### src/rtl/fir_coeff_loader.sv
// Coefficient loader for the FIR filter: collects N taps plus a checksum into a
// shadow bank and copies them to the active bank on a sample strobe once verified.
module fir_coeff_loader #(
    parameter int N  = 10,
    parameter int CW = 16
) (
    input  logic            clk,
    input  logic            rst,
    input  logic            cfg_start,
    input  logic            cfg_abort,
    input  logic            cfg_valid,
    input  logic [CW-1:0]   cfg_data,
    output logic            cfg_ready,
    input  logic            sample_en,
    output logic [N*CW-1:0] coeff_flat,
    output logic            coeff_upd,
    output logic            busy,
    output logic            err
);

    localparam int IW = (N > 1) ? $clog2(N) : 1;
    localparam logic [N*CW-1:0] IDENTITY = (N*CW)'(1);
    localparam logic [IW-1:0]   LAST_IDX = IW'(N - 1);

    typedef enum logic [1:0] {
        IDLE   = 2'd0,
        LOAD   = 2'd1,
        CHK    = 2'd2,
        COMMIT = 2'd3
    } state_t;

    state_t          state;
    logic [IW-1:0]   idx;
    logic [CW-1:0]   sum;
    logic [CW-1:0]   shadow [N];
    logic            xfer;

    assign cfg_ready = (state == LOAD) || (state == CHK);
    assign busy      = (state != IDLE);
    assign xfer      = cfg_valid && cfg_ready;

    // Abort always wins over start, transfers and the commit strobe.
    always_ff @(posedge clk) begin
        if (rst) begin
            state      <= IDLE;
            idx        <= '0;
            sum        <= '0;
            err        <= 1'b0;
            coeff_upd  <= 1'b0;
            coeff_flat <= IDENTITY;
        end else begin
            coeff_upd <= 1'b0;
            case (state)
                IDLE: begin
                    if (cfg_start && !cfg_abort) begin
                        state <= LOAD;
                        idx   <= '0;
                        sum   <= '0;
                        err   <= 1'b0;
                    end
                end
                LOAD: begin
                    if (cfg_abort) begin
                        state <= IDLE;
                    end else if (xfer) begin
                        shadow[idx] <= cfg_data;
                        sum         <= sum + cfg_data;
                        idx         <= idx + IW'(1);
                        if (idx == LAST_IDX) begin
                            state <= CHK;
                        end
                    end
                end
                CHK: begin
                    if (cfg_abort) begin
                        state <= IDLE;
                    end else if (xfer) begin
                        if (cfg_data == sum) begin
                            state <= COMMIT;
                        end else begin
                            err   <= 1'b1;
                            state <= IDLE;
                        end
                    end
                end
                COMMIT: begin
                    if (cfg_abort) begin
                        state <= IDLE;
                    end else if (sample_en) begin
                        for (int k = 0; k < N; k++) begin
                            coeff_flat[CW*k +: CW] <= shadow[k];
                        end
                        coeff_upd <= 1'b1;
                        state     <= IDLE;
                    end
                end
                default: state <= IDLE;
            endcase
        end
    end

endmodule

### config.mk
export PLATFORM = sky130hd
export DESIGN_NAME = fir_coeff_loader
export DESIGN_NICKNAME = d
export VERILOG_FILES = /design/src/rtl/fir_coeff_loader.sv
export SDC_FILE = /design/constraint.sdc
export NUM_CORES = 1
export LEC_CHECK = 0
export ABC_AREA = 0
export ABC_CLOCK_PERIOD_IN_PS = 2900
export CAP_MARGIN = 20
export CORE_ASPECT_RATIO = 0.9
export CORE_UTILIZATION = 45
export CTS_CLUSTER_DIAMETER = 120
export DETAILED_ROUTE_END_ITERATION = 16
export GPL_TIMING_DRIVEN = 0
export PLACE_DENSITY = 0.66
export SYNTH_ARGS = -nofsm -noshare
export SYNTH_HDL_FRONTEND = slang
export SYNTH_SLANG_ARGS = --single-unit
export TNS_END_PERCENT = 20
### constraint.sdc
create_clock -name clk -period 2.9 [get_ports clk]
set_input_delay 0.87 -clock clk [delete_from_list [all_inputs] [get_ports clk]]
set_output_delay 0.87 -clock clk [all_outputs]
set_load 0.02 [all_outputs]
==> flow_summary.toml <==
[run_status]
status = "complete, but fails checks"
violations = "negative setup slack"

[clocking]
htreeDepth = 2
clk_pin_slew_worst_paths_ns = 0.06
clk-insertion-delay-late_ns = 0.51
cts_tree = "built"
cts_buffers = 35
clock-root-buffer = "clkbuf_16"
cts_setup_buffers = 0
numClockSinks = 344
clockBufferDepth = 3

[cells_and_area]
drive_above_1_share = 0.0680
post-route-util = 0.595
fill_cells = 2199
synthToLayoutAreaGrowth_pct = 28.6
mostFrequentLayoutCell = "nand2_1"
register_area_mm2 = 0.00849
multi_input_area_mm2 = 0.00338
antenna_cells = 0
final_cell_mix = "nand2_1 (337), dfxtp_1 (184), a21oi_1 (176)"
instances_no_fill = 1686
finalNetCount = 1357

[timing]
relSlewSlack = 0.344
setup_viol = 1
fin_ws_ns = -0.0163
min_period_ns = 2.92
rsz0062_at_grt = "true"
slew_violations = 0
tns_ns = -0.0163
hold_violations = 0
max_freq_mhz = 343
clock_skew_ns = 0.0176
worstMarginPinSlew_ns = 0.980
fin_crit_sh = 1.01

[floorplanning]
rows = 56
die_h_um = 158
initial_core_util = 0.463
core-area_mm2 = 0.0263
die_area_mm2 = 0.0277
io_pins = 186
dieWidth_um = 175

[synthesis]
syn_avg_cell_area_um2 = 11.1
syn-cell-area_mm2 = 0.0122
syn_inst = 1091
ys_warn_count = 0
synth_nets = 1137
synth_cell_type_count = 53
synthFlopType = "dfxtp_1"
synth_edf_count = 160
synth_seq_cells = 344
ys_async_sr_fraction = 0
ys_seq_area_frac = 0.698

[critical_path]
required_ns = 3.30
critical-path-max-stage-delay_ns = 0.63
crit_path_end_kind = "register"
crit_chain = "dlygate4sd2_1 > ha_1 > a21oi_2 > and2b_1 > a211oi_2 > nor2b_4 > or4_1 > a32o_1"
crit_fanout = 11
r2r_setup_slack_ns = 0.20
startpoint_type = "primary input"
slowest_stage = "dlygate4sd2_1"
timing_worst_setup_path_type = "primary input to register"
cp.arrival_ns = 3.31

[pwr]
total_power_mw = 10.2
ir_worst_vdd_mv = 0.367
power.leakage_nw = 5.15
power-per-cell-area_mw_per_mm2 = 656

[placed_design]
port_buffers = 183
gp_congestion = 0.878
place_inst = 1622
hpwl_um = 19900

[global_route]
grt_first_pass_wirelength_um = 45900
grt_pass1_vias = 8099
antenna_found_initial = 1
grt_use_total = 0.221
grt_max_degree = 17
grt_overflow = 0

[flow_run]
maxCapViolCount = 0

[routing]
num_vias = 8660
totalWireLength_um = 30700
drc = 0
dr.pass1.iters = 5
ant_nets = 0
drt_iter0_drc = 749
via_per_inst = 5.14
wl_per_cell_um = 18.2

[hold_path]
hp-class = "register to register"
[layout make-up]
cell class | count | area share
flip-flops and latches | 344 | 0.543
multi-input cells | 672 | 0.216
inverters | 12 | 0.00288
clock inverters | 20 | 0.0187
well taps | 348 | 0.0279
plain buffers | 63 | 0.0163
repair buffers | 183 | 0.115
clock buffers | 44 | 0.0602
[state kept, by name, indices dropped and copies added (netlist names)]
register and cells:
sum 16, err 1, coeff_flat 160, shadow 160, coeff_upd 1, idx 4
state 2
[report_power, final]
part	leakage, nW	total [mW]	switching (mW)	internal [mW]
Combinational	1.63	0.371	0.270	0.101
Clock	0.600	4.78	1.84	2.94
Sequential	2.92	5.09	0.0101	5.08
Total	5.15	10.2	2.12	8.13
[layer usage]
layer	share of wire	GRT usage	up-vias
li1	-	-	4194
met1	0.46	0.309	4155
met2	0.46	0.354	261
met3	0.057	0.0343	50
met4	0.023	0.0683	0
met5	0	0	-
[final timing paths]
check,startpoint,cells past startpoint,end
worst max-delay path,cfg_data[4],8,sum[14]
worst min-delay path,coeff_flat[13],2,coeff_flat[13]
worst max register to register,state[0],5,shadow[6][7]
worst min register to register,coeff_flat[13],2,coeff_flat[13]
[cell usage after synthesis (all sizes together), types with 4 or more instances]
master,n,share of area
nor3,6,0.0029
buf,11,0.0045
nand4,4,0.0021
clkbuf,52,0.016
nand2b,5,0.0026
dfxtp,184,0.30
a21oi,177,0.073
ha,23,0.024
nor2,19,0.0061
or3,4,0.0025
inv,12,0.0037
a31oi,4,0.0021
nand2,337,0.10
o21ai,11,0.0048
xor2,5,0.0036
a22oi,4,0.0025
edfxtp,160,0.40
a22o,6,0.0043
and2,8,0.0041
o211ai,4,0.0029
nor4,6,0.0031
nor2b,5,0.0032
xnor2,8,0.0058
[what timing repair did]
action | 4_1_cts | 5_1_grt
gates resized for setup | 21 | 19
setup endpoints to repair | 14 | 155
hold buffers | 0 | 0
pin swaps | 0 | 0
[per-stage QoR]
stage | worst slack, ns | hold WS, ns | area (um^2)
after floorplan | 0.288 | 0.433 | 12200
after global placement | -1.08 | 0.442 | 14400
after detailed placement | -1.08 | 0.447 | 14400
after CTS | -0.0913 | 0.456 | 15600
after global routing | -0.106 | 0.475 | 15600
final | -0.0163 | 0.453 | 15600
[critical path, delay by kind of cell]
family	cells	cell delay (ns)
AND/OR/NAND/NOR	3	0.79
AO/OA/AOI/OAI	3	0.59
adder cells (fa/ha/maj)	1	0.42
buffers and inverters	1	0.63
[kinds of logic (layout without fill, tap and decap cells)]
group,after synthesis,count (layout),share of synthesized area
simple gates,409,409,0.139
flops,344,344,0.698
fa+ha+maj,24,24,0.0253
compound gates,225,225,0.103
buf+inv,75,322,0.0245
xor+xnor,13,13,0.00937
mux,1,1,0.000824
Power figures use the tool's default switching activity.
